`config.mk`:
```
export PLATFORM = sky130hd
export DESIGN_NAME = cursor_mover_flat
export DESIGN_NICKNAME = d
export VERILOG_FILES = /design/src/rtl/paint_pkg.sv /design/src/rtl/cursor_mover_if.sv /design/src/rtl/cursor_mover_axis_step.sv /design/src/rtl/cursor_mover.sv /design/src/flat_wrapper.sv
export SDC_FILE = /design/constraint.sdc
export NUM_CORES = 1
export LEC_CHECK = 0
export ABC_AREA = 1
export CAP_MARGIN = 20
export CORE_MARGIN = 2
export CORE_UTILIZATION = 30
export CTS_BUF_LIST = sky130_fd_sc_hd__clkbuf_4 sky130_fd_sc_hd__clkbuf_8
export DETAILED_ROUTE_END_ITERATION = 7
export GPL_TIMING_DRIVEN = 1
export SLEW_MARGIN = 40
export SYNTH_ARGS = -nofsm -noshare
export SYNTH_HDL_FRONTEND = slang
export SYNTH_SLANG_ARGS = --single-unit
```
`constraint.sdc`:
```
create_clock -name clock -period 3.14 [get_ports clock]
set_input_delay 0.628 -clock clock [delete_from_list [all_inputs] [get_ports clock]]
set_output_delay 0.628 -clock clock [all_outputs]
set_load 0.01 [all_outputs]
```
`src/rtl/paint_pkg.sv`:
```
// Shared definitions for the paint cursor datapath: direction bit indices,
// cursor FSM states and the direction priority resolver.
package paint_pkg;

  localparam int DIR_LEFT  = 3;
  localparam int DIR_UP    = 2;
  localparam int DIR_RIGHT = 1;
  localparam int DIR_DOWN  = 0;

  typedef enum logic [1:0] {
    IDLE   = 2'd0,
    DELAY  = 2'd1,
    REPEAT = 2'd2
  } state_t;

  // Left beats right, up beats down; diagonals pass through.
  function automatic logic [3:0] dir_eff(input logic [3:0] d);
    logic [3:0] r;
    r = d;
    if (d[DIR_LEFT]) r[DIR_RIGHT] = 1'b0;
    if (d[DIR_UP])   r[DIR_DOWN]  = 1'b0;
    return r;
  endfunction

endpackage

```
`src/rtl/cursor_mover_if.sv`:
```
// Pad/load inputs and cursor position outputs of cursor_mover.
interface cursor_mover_if #(
  parameter int X_W = 9,
  parameter int Y_W = 9
);
  logic           tick;
  logic [3:0]     directions;
  logic           load;
  logic [X_W-1:0] load_x;
  logic [Y_W-1:0] load_y;
  logic [X_W-1:0] x;
  logic [Y_W-1:0] y;
  logic           moved;
  logic           fast;

  modport master (
    output tick, directions, load, load_x, load_y,
    input  x, y, moved, fast
  );

  modport slave (
    input  tick, directions, load, load_x, load_y,
    output x, y, moved, fast
  );
endinterface

```
`src/rtl/cursor_mover_axis_step.sv`:
```
// Combinational one-axis step: decrement/increment pos by step, then clamp
// to [0, MAX] or wrap modulo MAX+1. Arithmetic is carried at W+1 bits.
module axis_step #(
  parameter int W    = 9,
  parameter int MAX  = 319,
  parameter int WRAP = 0
) (
  input  logic [W-1:0] pos,
  input  logic [W-1:0] step,
  input  logic         dec,
  input  logic         inc,
  output logic [W-1:0] next_pos
);
  localparam logic [W:0] MAX_W = (W+1)'(MAX);
  localparam logic [W:0] MOD_W = (W+1)'(MAX + 1);

  logic [W:0] lo;
  logic [W:0] hi;
  logic [W:0] lo_wrap;
  logic [W:0] hi_wrap;

  always_comb begin
    lo       = {1'b0, pos} - {1'b0, step};
    hi       = {1'b0, pos} + {1'b0, step};
    lo_wrap  = lo + MOD_W;
    hi_wrap  = hi - MOD_W;
    next_pos = pos;
    if (dec) begin
      // lo[W] set means the result went below zero
      if (lo[W]) next_pos = (WRAP != 0) ? lo_wrap[W-1:0] : '0;
      else       next_pos = lo[W-1:0];
    end else if (inc) begin
      if (hi > MAX_W) next_pos = (WRAP != 0) ? hi_wrap[W-1:0] : MAX_W[W-1:0];
      else            next_pos = hi[W-1:0];
    end
  end
endmodule

```
`src/rtl/cursor_mover.sv`:
```
// Cursor X/Y registers moved from the direction pad on frame ticks, with
// press/auto-repeat timing. Build macro CURSOR_ACCEL_EN enables acceleration.
//
// state  | meaning
// IDLE   | nothing held; next tick with a direction is a fresh press
// DELAY  | first move done, counting down to the first auto-repeat
// REPEAT | auto-repeating every REPEAT_PERIOD ticks
module cursor_mover
  import paint_pkg::*;
#(
  parameter int X_W           = 9,
  parameter int Y_W           = 9,
  parameter int X_MAX         = 319,
  parameter int Y_MAX         = 239,
  parameter int X_INIT        = 160,
  parameter int Y_INIT        = 120,
  parameter int WRAP          = 0,
  parameter int REPEAT_DELAY  = 8,
  parameter int REPEAT_PERIOD = 2,
  parameter int ACCEL_AFTER   = 8,
  parameter int STEP_FAST     = 4
) (
  input logic            clock,
  input logic            reset,
  cursor_mover_if.slave  bus
);
  localparam int CNT_MAX = (REPEAT_DELAY > REPEAT_PERIOD) ? REPEAT_DELAY : REPEAT_PERIOD;
  localparam int CNT_W   = $clog2(CNT_MAX + 1);

  state_t           state, state_n;
  logic [CNT_W-1:0] cnt, cnt_n;
  logic [3:0]       held, held_n;
  logic [3:0]       dir;
  logic             do_move;
  logic             fresh;
  logic             use_fast;

  logic [X_W-1:0]   x_q, nx, ld_x, step_x;
  logic [Y_W-1:0]   y_q, ny, ld_y, step_y;
  logic             moved_q;

`ifdef CURSOR_ACCEL_EN
  localparam int REP_W = $clog2(ACCEL_AFTER + 1);
  logic [REP_W-1:0] rep, rep_n;
  logic             fast_q, fast_n;
`endif

  always_comb begin
    dir     = dir_eff(bus.directions);
    state_n = state;
    cnt_n   = cnt;
    held_n  = held;
    do_move = 1'b0;
    fresh   = 1'b0;
`ifdef CURSOR_ACCEL_EN
    rep_n   = rep;
    fast_n  = fast_q;
`endif
    if (bus.tick) begin
      case (state)
        IDLE: begin
          if (dir != 4'b0000) fresh = 1'b1;
        end
        default: begin
          if (dir == 4'b0000) begin
            state_n = IDLE;
`ifdef CURSOR_ACCEL_EN
            rep_n   = '0;
            fast_n  = 1'b0;
`endif
          end else if (dir != held) begin
            fresh = 1'b1;
          end else if (cnt == CNT_W'(1)) begin
            do_move = 1'b1;
            cnt_n   = CNT_W'(REPEAT_PERIOD);
            state_n = REPEAT;
`ifdef CURSOR_ACCEL_EN
            if (state == REPEAT) begin
              if (rep != REP_W'(ACCEL_AFTER)) rep_n = rep + REP_W'(1);
              if (rep_n == REP_W'(ACCEL_AFTER)) fast_n = 1'b1;
            end
`endif
          end else begin
            cnt_n = cnt - CNT_W'(1);
          end
        end
      endcase
      if (fresh) begin
        do_move = 1'b1;
        held_n  = dir;
        cnt_n   = CNT_W'(REPEAT_DELAY);
        state_n = DELAY;
`ifdef CURSOR_ACCEL_EN
        rep_n   = '0;
        fast_n  = 1'b0;
`endif
      end
    end
    if (bus.load) begin
      state_n = IDLE;
`ifdef CURSOR_ACCEL_EN
      rep_n   = '0;
      fast_n  = 1'b0;
`endif
    end
  end

  // A fresh press always steps by one, even if fast was set before it.
`ifdef CURSOR_ACCEL_EN
  assign use_fast = fast_q & ~fresh;
  assign step_x   = use_fast ? X_W'(STEP_FAST) : X_W'(1);
  assign step_y   = use_fast ? Y_W'(STEP_FAST) : Y_W'(1);
  assign bus.fast = fast_q;
`else
  assign use_fast = 1'b0;
  assign step_x   = X_W'(1);
  assign step_y   = Y_W'(1);
  assign bus.fast = 1'b0;
`endif

  axis_step #(.W(X_W), .MAX(X_MAX), .WRAP(WRAP)) u_step_x (
    .pos      (x_q),
    .step     (step_x),
    .dec      (dir[DIR_LEFT]),
    .inc      (dir[DIR_RIGHT]),
    .next_pos (nx)
  );

  axis_step #(.W(Y_W), .MAX(Y_MAX), .WRAP(WRAP)) u_step_y (
    .pos      (y_q),
    .step     (step_y),
    .dec      (dir[DIR_UP]),
    .inc      (dir[DIR_DOWN]),
    .next_pos (ny)
  );

  assign ld_x = (bus.load_x > X_W'(X_MAX)) ? X_W'(X_MAX) : bus.load_x;
  assign ld_y = (bus.load_y > Y_W'(Y_MAX)) ? Y_W'(Y_MAX) : bus.load_y;

  always_ff @(posedge clock) begin
    if (reset) begin
      state <= IDLE;
      cnt   <= '0;
      held  <= '0;
`ifdef CURSOR_ACCEL_EN
      rep    <= '0;
      fast_q <= 1'b0;
`endif
    end else begin
      state <= state_n;
      cnt   <= cnt_n;
      held  <= held_n;
`ifdef CURSOR_ACCEL_EN
      rep    <= rep_n;
      fast_q <= fast_n;
`endif
    end
  end

  always_ff @(posedge clock) begin
    if (reset) begin
      x_q     <= X_W'(X_INIT);
      y_q     <= Y_W'(Y_INIT);
      moved_q <= 1'b0;
    end else if (bus.load) begin
      x_q     <= ld_x;
      y_q     <= ld_y;
      moved_q <= (ld_x != x_q) || (ld_y != y_q);
    end else if (do_move) begin
      x_q     <= nx;
      y_q     <= ny;
      moved_q <= (nx != x_q) || (ny != y_q);
    end else begin
      moved_q <= 1'b0;
    end
  end

  assign bus.x     = x_q;
  assign bus.y     = y_q;
  assign bus.moved = moved_q;

endmodule

```
`src/flat_wrapper.sv`:
```
// flat-port wrapper written by rule: the top's interface ports become plain ports
module cursor_mover_flat import paint_pkg::*;
#(
  parameter int X_W           = 9,
  parameter int Y_W           = 9,
  parameter int X_MAX         = 319,
  parameter int Y_MAX         = 239,
  parameter int X_INIT        = 160,
  parameter int Y_INIT        = 120,
  parameter int WRAP          = 0,
  parameter int REPEAT_DELAY  = 8,
  parameter int REPEAT_PERIOD = 2,
  parameter int ACCEL_AFTER   = 8,
  parameter int STEP_FAST     = 4
)
  (clock, reset, bus_tick, bus_directions, bus_load, bus_load_x, bus_load_y, bus_x, bus_y, bus_moved, bus_fast);
  cursor_mover_if #(.X_W(X_W), .Y_W(Y_W)) bus_i ();
  input logic clock;
  input logic reset;
  input wire logic [$bits(bus_i.tick)-1:0] bus_tick;
  input wire logic [$bits(bus_i.directions)-1:0] bus_directions;
  input wire logic [$bits(bus_i.load)-1:0] bus_load;
  input wire logic [$bits(bus_i.load_x)-1:0] bus_load_x;
  input wire logic [$bits(bus_i.load_y)-1:0] bus_load_y;
  output wire logic [$bits(bus_i.x)-1:0] bus_x;
  output wire logic [$bits(bus_i.y)-1:0] bus_y;
  output wire logic [$bits(bus_i.moved)-1:0] bus_moved;
  output wire logic [$bits(bus_i.fast)-1:0] bus_fast;
  assign bus_i.tick = bus_tick;
  assign bus_i.directions = bus_directions;
  assign bus_i.load = bus_load;
  assign bus_i.load_x = bus_load_x;
  assign bus_i.load_y = bus_load_y;
  assign bus_x = bus_i.x;
  assign bus_y = bus_i.y;
  assign bus_moved = bus_i.moved;
  assign bus_fast = bus_i.fast;
  cursor_mover #(.X_W(X_W), .Y_W(Y_W), .X_MAX(X_MAX), .Y_MAX(Y_MAX), .X_INIT(X_INIT), .Y_INIT(Y_INIT), .WRAP(WRAP), .REPEAT_DELAY(REPEAT_DELAY), .REPEAT_PERIOD(REPEAT_PERIOD), .ACCEL_AFTER(ACCEL_AFTER), .STEP_FAST(STEP_FAST)) u_core (.clock(clock), .reset(reset), .bus(bus_i));
endmodule
```
# Word-level counts from Yosys, hierarchy flattened
# Index checks and enable logic that the tools add are counted.
[classes]
n_eq_ne = 10
n_addsub = 5
magnitude_cmp = 4
muxes = 39
reduce_logical = 11
[ops]
columns = ["cell", "count"]
rows = [
  ["$mux W9", 14],
  ["$ne A9 B9 Y1", 4],
  ["$add A9 B1 Y10 const B", 2],
  ["$mux W4", 5],
  ["$sub A9 B1 Y10 const B", 2],
  ["$mux W1", 15],
  ["$gt A10 B8 Y1 const B", 1],
  ["$gt A10 B9 Y1 const B", 1],
  ["$mux W2", 5],
  ["$gt A9 B8 Y1 const B", 1],
  ["$gt A9 B9 Y1 const B", 1],
  ["$reduce_and A4 Y1", 2],
  ["$eq A4 B1 Y1 const B", 1],
  ["$logic_not A4 Y1", 1],
  ["$ne A2 B2 Y1 const B", 2],
  ["$ne A4 B4 Y1", 1],
  ["$reduce_bool A4 Y1", 1],
  ["$sub A4 B1 Y4 const B", 1],
  ["$ne A3 B2 Y1 const B", 1],
  ["$reduce_bool A3 Y1", 1],
  ["$logic_not A2 Y1", 1],
  ["$logic_or A1 B1 Y1", 2],
  ["$ne A2 B1 Y1 const B", 1],
  ["$reduce_and A2 Y1", 1],
  ["other kinds (2)", 2],
]
[word_totals]
output_inout_bits = 20
register_bits = 29
word_cells = 75
input_bits = 26

# Longest topological paths before layout
# Gate-level depths: netlist (run 1).
[depth]
ltp_word = 10
depth_mapped = 20
depth_no_buf = 20

# Modules after synthesis
# From an unflattened synthesis (run 1), not the netlist that was laid out.
[unflattened]
hier_cells = 781
hier_area_um2 = 4545.6
[by_module_without_submodules]
columns = ["mod", "cells_per_inst", "area_per_inst_um2", "n_inst", "seq_area_each_um2"]
rows = [
  ["cursor_mover", 357, 2178.3, 1, 580.6],
  ["axis_step at u_core.u_step_y", 218, 1197.4, 1, 0.0],
  ["axis_step at u_core.u_step_x", 206, 1169.9, 1, 0.0],
]

# Least setup slack after synthesis (run 1)
# OpenSTA, ideal clock, no wires.
[synth_timing]
kind = "in2reg"
startpoint = "input port bus_directions[2]"
endpoint = "register u_core.x_q[8], in the netlist u_core.bus.x[8]"
arrival_ns = 1.939
t_required_ns = 3.012
cell_stages = 11
n_path_buf = 1
setup_ns = 0.128
slack_ns = 1.073
path_cell_list = "buf_4 -> inv_2 -> nand2_2 -> xor2_1 -> nand4_2 -> o21ai_4 -> nor2_2 -> inv_1 -> nor2_1 -> a221oi_1 -> nor2_1"
[synth_between]
elab_chain_cells = 9
word_cells_on_any_way = 15
classes_between = "1 x eq/ne; 11 x mux; 3 x reduce/logical"
[synth_rtl]
columns = ["element", "line_no", "source"]
rows = [
  ["from (decl)", "flat_wrapper.sv:21", "input wire logic [$bits(bus_i.directions)-1:0] bus_directions;"],
  ["$mux W1", "paint_pkg.sv:21", "if (d[DIR_UP]) r[DIR_DOWN] = 1'b0;"],
  ["$ne A4 B4 Y1", "cursor_mover.sv:71", "end else if (dir != held) begin"],
  ["$mux W1", "cursor_mover.sv:71", ""],
  ["$mux W1", "cursor_mover.sv:65", "if (dir == 4'b0000) begin"],
  ["$mux W1", "cursor_mover.sv:60", "case (state)"],
  ["$mux W1", "cursor_mover.sv:59", "if (bus.tick) begin"],
  ["$mux W1 *", "cursor_mover.sv:88", "if (fresh) begin"],
  ["$mux W1 *", "cursor_mover.sv:59", ""],
  ["$reduce_bool A2 Y1 (no line) *", "-", ""],
  ["to (signal assigned)", "cursor_mover.sv:162", "x_q <= X_W'(X_INIT);"],
  ["to (signal assigned)", "cursor_mover.sv:166", "x_q <= ld_x;"],
  ["to (signal assigned)", "cursor_mover.sv:170", "x_q <= nx;"],
  ["to (decl)", "cursor_mover.sv:38", "logic [X_W-1:0] x_q, nx, ld_x, step_x;"],
]
# Every way passes the cells marked *; elsewhere a longest branch is shown, timed or not. The select of a mux whose other input is x is not followed.
# A chain may end at the register's enable or synchronous reset.

# Worst setup path in the final report (run 1)
[layout_timing]
startpoint = "input port bus_directions[3]"
endpoint = "register u_core.y_q[2], in the netlist u_core.bus.y[2]"
[layout_between]
elab_chain_cells = 9
word_cells_on_any_way = 15
classes_between = "1 x eq/ne; 11 x mux; 3 x reduce/logical"
[layout_rtl]
columns = ["element", "line_no", "source"]
rows = [
  ["$mux W1", "paint_pkg.sv:20", "if (d[DIR_LEFT]) r[DIR_RIGHT] = 1'b0;"],
  ["$ne A4 B4 Y1", "cursor_mover.sv:71", ""],
  ["$mux W1", "cursor_mover.sv:71", ""],
  ["$mux W1", "cursor_mover.sv:65", ""],
  ["$mux W1", "cursor_mover.sv:60", ""],
  ["$mux W1", "cursor_mover.sv:59", ""],
  ["$mux W1 *", "cursor_mover.sv:88", ""],
  ["$mux W1 *", "cursor_mover.sv:59", ""],
  ["$reduce_bool A2 Y1 (no line) *", "-", ""],
  ["to (signal assigned)", "cursor_mover.sv:163", "y_q <= Y_W'(Y_INIT);"],
  ["to (signal assigned)", "cursor_mover.sv:167", "y_q <= ld_y;"],
  ["to (signal assigned)", "cursor_mover.sv:171", "y_q <= ny;"],
  ["to (decl)", "cursor_mover.sv:39", "logic [Y_W-1:0] y_q, ny, ld_y, step_y;"],
]
# Marked as above.

==> results_dict.tcl, run 1 <==
set metrics [dict create \
    holdWs_ns 0.489 \
    tritoncts "done" \
    r2r_slack_ns 0.59 \
    drive_above_1_share 0.123 \
    viasPerCell 5.17 \
    ir_drop_v 0.000162 \
    drc 0 \
    yosysTopAreaCell "nand2_1" \
    post-place-ws_ns 0.277 \
    dp_hpwl_um 8760 \
    worstPathArrival_ns 2.78 \
    fin_skew_ns 0.00850 \
    stdcell_area_um2 3940 \
    nets 642 \
    max_slew_margin 0.647 \
    placementRows 38 \
    die-area_um2 11900 \
    cts_resized 0 \
    grt_max_degree 19 \
    leakagePower_nw 1.80 \
    overflow 0 \
    ios 46 \
    grt_use_total 0.191 \
    syn_area_um2 3310 \
    synthArstFlopShare 0 \
    startpoint "bus_directions[3]" \
    fin_setup_tns_ns 0 \
    final_cell_mix "nand2_1 (171), nor2_1 (61), nand3_1 (53)" \
    ant_nets 0 \
    htree_levels 2 \
    finalHoldViolations 0 \
    r2r_start "u_core.bus.x[0]" \
    netlist.area_leader.share 0.194 \
    yosysWarnings 0 \
    utilization 0.365 \
    synthFlopType "dfxtp_1" \
    cts_buffers 5 \
    synth_cell_type_count 45 \
    grt_pass1_vias 3499 \
    finalSetupViolCount 0 \
    cap_viol_max_count 0 \
    cp_max_fo 18 \
    synth_edf_count 0 \
    rsz0062_at_grt "false" \
    cts_buffer_depth 2 \
    status "complete, no violations" \
    fp.coreArea_um2 10800 \
    place_congestion 0.942 \
    period_minus_slack_ns 2.58 \
    max_freq_mhz 388 \
    postSynthCellCount 573 \
    worstSetupPathType "in2reg" \
    initial_core_util 0.307 \
    n_antenna_cell 0 \
    power_density_nw_per_um2 329 \
    die_h_um 109 \
    maxSlewViolCount 0 \
    wire_per_inst_um 14.6 \
    startpoint_type "input pin" \
    port_buffers 44 \
    setup_ws_ns 0.562 \
    drt_iter0_drc 351 \
    critical_path.endpoint "u_core.bus.y[2]" \
    cts.sinks 29 \
    finalCritPeriodShare 0.821 \
    syn-num-nets 605 \
    r2r_cells 20 \
    insertion_delay_ns 0.28 \
    synthTopCellsByArea "nand2_1 (19%), dfxtp_1 (18%), nand3_1 (8.0%)" \
    worst_pin_slew_ns 0.529 \
    antenna_found_initial 0 \
    avgSynthCellArea_um2 5.78 \
    postCtsHoldBufs 0 \
    synth_seq_cells 29 \
    cts.clk_slew.worst_paths_ns 0.07 \
    chipWidth_um 109 \
    min_path_type "reg2reg" \
    vias 3886 \
    crit_required_ns 3.34 \
    grt_first_pass_wirelength_um 17900 \
    yosysSeqAreaShare 0.175 \
    cts_root_buf "clkbuf_8" \
    area_growth_pct 18.9 \
    placed_cell_area_um2 3850 \
    firstDrtPassIters 5 \
    routed_wl_um 10900 \
    worst_setup_path_end_kind "register" \
    layout_commonest_cell "nand2_1" \
    cts_setup_buffers 0 \
    reg2reg_to "u_core.bus.moved" \
]
-- report_power, final --
part,internal (W),leakage [nW],total (W),switching (W)
Sequential,0.000396,0.240,0.000461,0.0000649
Combinational,0.000211,1.52,0.000529,0.000317
Clock,0.000153,0.0439,0.000307,0.000154
Total,0.000760,1.80,0.00130,0.000537
-- flip-flops by register name (all words and copies together), names as in the netlist --
register	cells
u_core.bus.moved	1
u_core.bus.x	9
u_core.bus.y	9
u_core.cnt	4
u_core.held	4
u_core.state	2
-- cells in the mapped netlist, drive strengths merged (2+ instances only) --
cell / instances
nor2: 73
clkbuf: 7
a211oi: 4
inv: 63
nand4: 11
o21ai: 35
o2111ai: 4
o31ai: 3
xor2: 17
ha: 6
buf: 19
nand2: 189
dfxtp: 29
or2: 7
o211ai: 4
o22ai: 6
nand3: 55
a22oi: 2
a31oi: 10
a221oi: 2
nor3: 3
a21oi: 19
-- critical path, stage by stage --
cell and delay [ns]:
clkdlybuf4s50_1 0.51, buf_4 0.21, nor2_8 0.14, inv_2 0.09, a22oi_2 0.13, nand4_2 0.17
o21ai_4 0.22, inv_2 0.06, nor2_4 0.34, nand2_1 0.09, a31oi_1 0.17
-- per-stage QoR --
stage / cells / power [W]
2_1_floorplan: 573 / 0.000815
3_3_place_gp: 743 / 0.000988
3_5_place_dp: 743 / 0.000990
4_1_cts: 751 / 0.00130
5_1_grt: 751 / 0.00139
6_report: 751 / 0.00130
-- area by class of cell --
| type | instances | area [µm²] |
|---|---|---|
| inverter | 63 | 239 |
| clock buffer | 5 | 68.8 |
| tap | 140 | 175 |
| multi-input combinational | 455 | 2320 |
| fill | 1201 | 6860 |
| clock inverter | 3 | 17.5 |
| timing repair buffer | 56 | 531 |
| sequential | 29 | 581 |
-- per-layer routing --
metal | share of wire | GRT usage | vias to the layer above
li1 | - | - | 1939
met1 | 0.47 | 0.282 | 1752
met2 | 0.44 | 0.296 | 184
met3 | 0.086 | 0.0257 | 11
met4 | 0.0066 | 0.0339 | 0
met5 | 0 | 0 | -
-- cell families (layout without fill, tap and decap cells) --
family                   Yosys count  after routing  synth area share
other                              1              1           0.00113
buffers and inverters             89            127             0.122
flip-flops                        29             29             0.175
adder cells (fa/ha/maj)            6              6            0.0227
AO/OA/AOI/OAI                     91             91             0.170
XOR/XNOR                          17             17            0.0450
AND/OR/NAND/NOR                  340            340             0.464
-- worst min path at each step --
stage	from	to	slack, ns	cells past startpoint
2_1_floorplan	u_core.cnt[0]	u_core.cnt[0]	0.46	2
3_3_place_gp	u_core.cnt[0]	u_core.cnt[0]	0.48	2
3_5_place_dp	u_core.cnt[0]	u_core.cnt[0]	0.48	2
4_1_cts	u_core.cnt[0]	u_core.cnt[0]	0.49	2
5_1_grt	u_core.cnt[0]	u_core.cnt[0]	0.54	2
6_report	u_core.cnt[0]	u_core.cnt[0]	0.49	2
No activity file was read; power rests on OpenSTA's default activity.
==> run 2, diff against run 1 <==
==> constraint.sdc (replaced) <==
create_clock -name clock -period 2.56 [get_ports clock]
set_input_delay 0.512 -clock clock [delete_from_list [all_inputs] [get_ports clock]]
set_output_delay 0.512 -clock clock [all_outputs]
set_load 0.01 [all_outputs]
==> run 2 against run 1 <==
Net effect:
- worst setup slack lost 0.33 ns
- clock skew grew 0.0050 ns
- sequential cell count unchanged
- clock power up 70%
- worst hold slack better by 0.0059 ns
- critical path type unchanged
- register-to-register slack got worse by 0.34 ns
==> results_dict.tcl, run 2 (synthesis gave the netlist of run 1 again) <==
set metrics [dict create \
    crit_required_ns 2.74 \
    startpoint_type "input pin" \
    wirelength_met1_um 5610 \
    routed_wl_um 11600 \
    stdcell_area_um2 4220 \
    cts.clk_slew.worst_paths_ns 0.08 \
    cts_buffer_depth 2 \
    cts_setup_buffers 0 \
    chipWidth_um 109 \
    viasPerCell 5.11 \
    cap_viol_max_count 0 \
    placed_cell_area_um2 4100 \
    status "complete, no violations" \
    place_congestion 0.947 \
    power_w 0.00179 \
    overflow 0 \
    cts_root_buf "clkbuf_8" \
    r2r_cells 17 \
    highest_layer "met4" \
    finalCritPeriodShare 0.911 \
    die_h_um 109 \
    layout_commonest_cell "nand2_1" \
    vias 3994 \
    switching_power_w 0.000672 \
    die-area_um2 11900 \
    drc 0 \
    wl_met2_um 5050 \
    period_minus_slack_ns 2.33 \
    cp_max_fo 4 \
    drt_iter0_drc 250 \
    r2r_slack_ns 0.25 \
    ir_drop_v 0.000223 \
    r2r_start "u_core.bus.y[1]" \
    grt_first_pass_wirelength_um 18400 \
    firstDrtPassIters 5 \
    met3_length_um 662 \
    fin_skew_ns 0.0135 \
    drive_above_1_share 0.171 \
    max_freq_mhz 429 \
    pwr-share-seq 0.300 \
    rsz0062_at_grt "false" \
    worstSetupPathType "in2reg" \
    min_path_type "reg2reg" \
    clkPwrFrac 0.292 \
    placementRows 38 \
    cts.sinks 29 \
    reg2reg_to "u_core.bus.moved" \
    ant_nets 0 \
    dp_hpwl_um 9280 \
    worst_setup_path_end_kind "register" \
    cts_buffers 5 \
    critical_path.endpoint "u_core.bus.moved" \
    p_comb_frac 0.408 \
    grt_pass1_vias 3650 \
    port_buffers 44 \
    antenna_found_initial 0 \
    ios 46 \
    swShare 0.376 \
    tritoncts "done" \
    wire_per_inst_um 14.8 \
    final_cell_mix "nand2_1 (171), nor2_1 (60), nand3_1 (53)" \
    grt_use_total 0.197 \
    finalSetupViolCount 0 \
    power_density_nw_per_um2 424 \
    grt_max_degree 19 \
    worstPathArrival_ns 2.51 \
    htree_levels 2 \
    nets 673 \
    finalHoldViolations 0 \
    leakagePower_nw 1.98 \
    maxSlewViolCount 0 \
    intPower_w 0.00112 \
    startpoint "bus_directions[3]" \
    insertion_delay_ns 0.29 \
    initial_core_util 0.307 \
    area_growth_pct 27.5 \
    n_antenna_cell 0 \
    fp.coreArea_um2 10800 \
]
[run 2: cell count changes in the layout (fill, tap and decap cells not counted), moves of 2 or more]
cell,previous run,this run
dfxtp_1,29,26
buf_4,12,42
dfxtp_2,0,3
clkinv_2,2,0
[run 2: layout make-up]
class / instances / area (µm²)
clock buffer: 7 / 90.1
timing repair buffer: 87 / 776
clock inverter: 1 / 30.0
inverter: 63 / 239
tap: 140 / 175
fill: 1162 / 6570
multi-input combinational: 455 / 2330
sequential: 29 / 584
[run 2: metal layers]
layer  global-route usage  vias to the layer above
met2                0.303                      149
met3               0.0227                       21
li1                     -                     1998
met4               0.0568                        0
met1                0.288                     1826
met5                    0                        -
[run 2: through the flow]
step / util / cells / setup WS, ns / TNS, ns / hold WS (ns)
2_1_floorplan: - / 573 / 0.512 / 0 / 0.462
3_3_place_gp: 0.379 / 774 / -0.00375 / -0.00375 / 0.477
3_5_place_dp: 0.379 / 774 / -0.00929 / -0.00929 / 0.491
4_1_cts: 0.391 / 782 / 0.189 / 0 / 0.501
5_1_grt: 0.391 / 782 / 0.0206 / 0 / 0.525
6_report: 0.391 / 782 / 0.228 / 0 / 0.495
[run 2: power groups by stage]
stage / sequential [W] / combinational, W / clock (W)
global placement: 0.000544 / 0.000715 / 0
floorplan: 0.000530 / 0.000470 / 0
finish: 0.000537 / 0.000730 / 0.000522
CTS: 0.000535 / 0.000723 / 0.000524
detailed placement: 0.000545 / 0.000720 / 0
global route: 0.000542 / 0.000809 / 0.000553
[run 2: worst min path at each step]
stage	from	end	slack (ns)	cells after the start
3_3_place_gp	u_core.cnt[0]	u_core.cnt[0]	0.48	2
5_1_grt	u_core.cnt[0]	u_core.cnt[0]	0.53	2
3_5_place_dp	u_core.cnt[0]	u_core.cnt[0]	0.49	2
4_1_cts	u_core.cnt[0]	u_core.cnt[0]	0.50	2
6_report	u_core.cnt[0]	u_core.cnt[0]	0.49	2
2_1_floorplan	u_core.cnt[0]	u_core.cnt[0]	0.46	2
[run 2: timing repair]
item | in CTS | in global routing
endpoints found under the setup margin | 0 | 1
hold buffers | 0 | 0
resized for setup | 0 | 4
[run 2: worst max-delay path: stages]
cell	delay, ns
clkdlybuf4s50_1	0.63
nor2_1	0.08
inv_1	0.17
buf_4	0.14
nor2_1	0.03
nor2_1	0.21
nand2_1	0.10
nand2_1	0.08
nand3_1	0.08
nor2_1	0.12
nand2_1	0.06
nor2_1	0.12
nand2_1	0.07
nand2_1	0.06
a21oi_1	0.05
==> run 3, diff against run 2 <==
--- a/config.mk
+++ b/config.mk
@@ -6,13 +6,14 @@
 export NUM_CORES = 1
 export LEC_CHECK = 0
 export ABC_AREA = 1
-export CAP_MARGIN = 20
+export CAP_MARGIN = 10
 export CORE_MARGIN = 2
 export CORE_UTILIZATION = 30
 export CTS_BUF_LIST = sky130_fd_sc_hd__clkbuf_4 sky130_fd_sc_hd__clkbuf_8
 export DETAILED_ROUTE_END_ITERATION = 7
 export GPL_TIMING_DRIVEN = 1
-export SLEW_MARGIN = 40
+export PLACE_DENSITY = 0.55
+export SLEW_MARGIN = 10
 export SYNTH_ARGS = -nofsm -noshare
 export SYNTH_HDL_FRONTEND = slang
 export SYNTH_SLANG_ARGS = --single-unit
==> run 3 against run 2 <==
Net effect:
- cell area down 0.53%
- worst hold slack worse by 0.00092 ns
- global-route usage up 0.86 points
- largest power group unchanged
- clock power down 17%
- sequential cell count unchanged
==> results_dict.tcl, run 3 (synthesis gave the netlist of run 1 again) <==
set metrics [dict create \
    grt_max_degree 22 \
    insertion_delay_ns 0.28 \
    stdcell_area_um2 4200 \
    path_buf_inv 2 \
    power_density_nw_per_um2 405 \
    worstPathCellList "clkdlybuf4s50_1 > o21ai_2 > inv_1 > or2_2 > xor2_2 > nand3_1 > nor3_1 > nand2_1 > o31ai_2 > a21oi_1" \
    fin_skew_ns 0.00919 \
    antenna_found_initial 0 \
    finalHoldViolations 0 \
    placementRows 38 \
    firstDrtPassIters 6 \
    htree_levels 2 \
    fp.coreArea_um2 10800 \
    drc 0 \
    tritoncts "done" \
    maxSlewViolCount 0 \
    r2r_slack_ns 0.25 \
    dp_hpwl_um 9590 \
    finalSetupViolCount 0 \
    reg2reg_to "u_core.bus.moved" \
    path_delay_family "simple AND/OR/NAND/NOR gates" \
    chipWidth_um 109 \
    n_antenna_cell 0 \
    grt_busiest_layer "met2" \
    ir_drop_v 0.000202 \
    routed_wl_um 12000 \
    n_fill_cell 1194 \
    post-place-ws_ns -0.250 \
    max_stage_delay_ns 0.43 \
    die_h_um 109 \
    leakagePower_nw 1.96 \
    crit_slowest_cell "clkdlybuf4s50_1" \
    viasPerCell 5.11 \
    use_met2 0.342 \
    nets 672 \
    cp_max_fo 4 \
    cts.clk_slew.worst_paths_ns 0.07 \
    cts_root_buf "clkbuf_8" \
    place_congestion 0.922 \
    startpoint_type "input pin" \
    grt_first_pass_wirelength_um 19000 \
    vias 3992 \
    overflow 0 \
    port_buffers 44 \
    met3_usage 0.0263 \
    period_minus_slack_ns 2.36 \
    critical_path.endpoint "u_core.bus.moved" \
    grt_pass1_vias 3697 \
    cts_buffers 5 \
    rsz0062_at_grt "false" \
    min_path_type "reg2reg" \
    drive_above_1_share 0.175 \
    grt_use_total 0.206 \
    area.sequential_um2 584 \
    path_depth 10 \
    ant_nets 0 \
    placed_cell_area_um2 4070 \
    initial_core_util 0.307 \
    cts_buffer_depth 2 \
    crit_required_ns 2.72 \
    layout_commonest_cell "nand2_1" \
    max_freq_mhz 424 \
    area_growth_pct 26.8 \
    die-area_um2 11900 \
    setup_ws_ns 0.202 \
    wire_per_inst_um 15.3 \
    final_cell_mix "nand2_1 (171), nor2_1 (61), nand3_1 (53)" \
    cap_viol_max_count 0 \
    finalCritPeriodShare 0.921 \
    worst_setup_path_end_kind "register" \
    worstSetupPathType "in2reg" \
    multiInputGateArea_um2 2340 \
    met1_usage 0.285 \
    status "complete, no violations" \
    r2r_cells 19 \
    drt_iter0_drc 332 \
    r2r_start "u_core.bus.y[3]" \
    hp-start "u_core.cnt[0]" \
    cts.sinks 29 \
    startpoint "bus_load_x[6]" \
    ios 46 \
    worstPathArrival_ns 2.52 \
]
[run 3: changes by cell type in the layout (fill, tap and decap cells not counted), sizes merged]
| cell | change |
|---|---|
| bufinv | -1 |
| buf | -1 |
| clkinv | +1 |
[run 3: metal layers]
layer	part of all wire	vias to the layer above
met5	0	-
met1	0.47	1859
li1	-	1997
met2	0.47	122
met4	0.011	0
met3	0.054	14
[run 3: cell type report]
type | count | share of cell area
clock buffers | 7 | 0.0229
clock inverters | 1 | 0.00119
inverters | 63 | 0.0569
multi-input cells | 455 | 0.558
flip-flops and latches | 29 | 0.139
well taps | 140 | 0.0417
repair buffers | 86 | 0.180
[run 3: where the power goes]
| part | switching [W] | internal, W | total (W) |
|---|---|---|---|
| clock | 0.000188 | 0.000243 | 0.000431 |
| sequential | 0.0000557 | 0.000486 | 0.000542 |
| combinational | 0.000429 | 0.000298 | 0.000728 |
| total | 0.000673 | 0.00103 | 0.00170 |
[run 3: how the worst min path moves through the flow]
stage / to / cells past startpoint
2_1_floorplan: u_core.cnt[0] / 2
3_3_place_gp: u_core.cnt[0] / 2
3_5_place_dp: u_core.cnt[0] / 2
4_1_cts: u_core.cnt[0] / 2
5_1_grt: u_core.cnt[0] / 2
6_report: u_core.cnt[0] / 2
[run 3: tightest hold or removal path, cell delays in order, from the launching register on]
cell	delay [ns]
dfxtp_1	0.33
nand2_1	0.07
a21oi_1	0.05
[run 3: repair_timing]
item	in CTS	in global routing
setup buffers	0	1
resized for setup	0	7
hold buffers	0	0
endpoints found under the setup margin	0	1
[run 3: per-stage QoR]
step | util | hold WS [ns] | std cells | TNS, ns | total power, W
2_1_floorplan | - | 0.462 | 573 | 0 | 0.000999
3_3_place_gp | 0.377 | 0.477 | 772 | -0.257 | 0.00127
3_5_place_dp | 0.377 | 0.484 | 772 | -0.250 | 0.00126
4_1_cts | 0.386 | 0.493 | 780 | 0 | 0.00170
5_1_grt | 0.389 | 0.523 | 781 | 0 | 0.00181
6_report | 0.389 | 0.494 | 781 | 0 | 0.00170
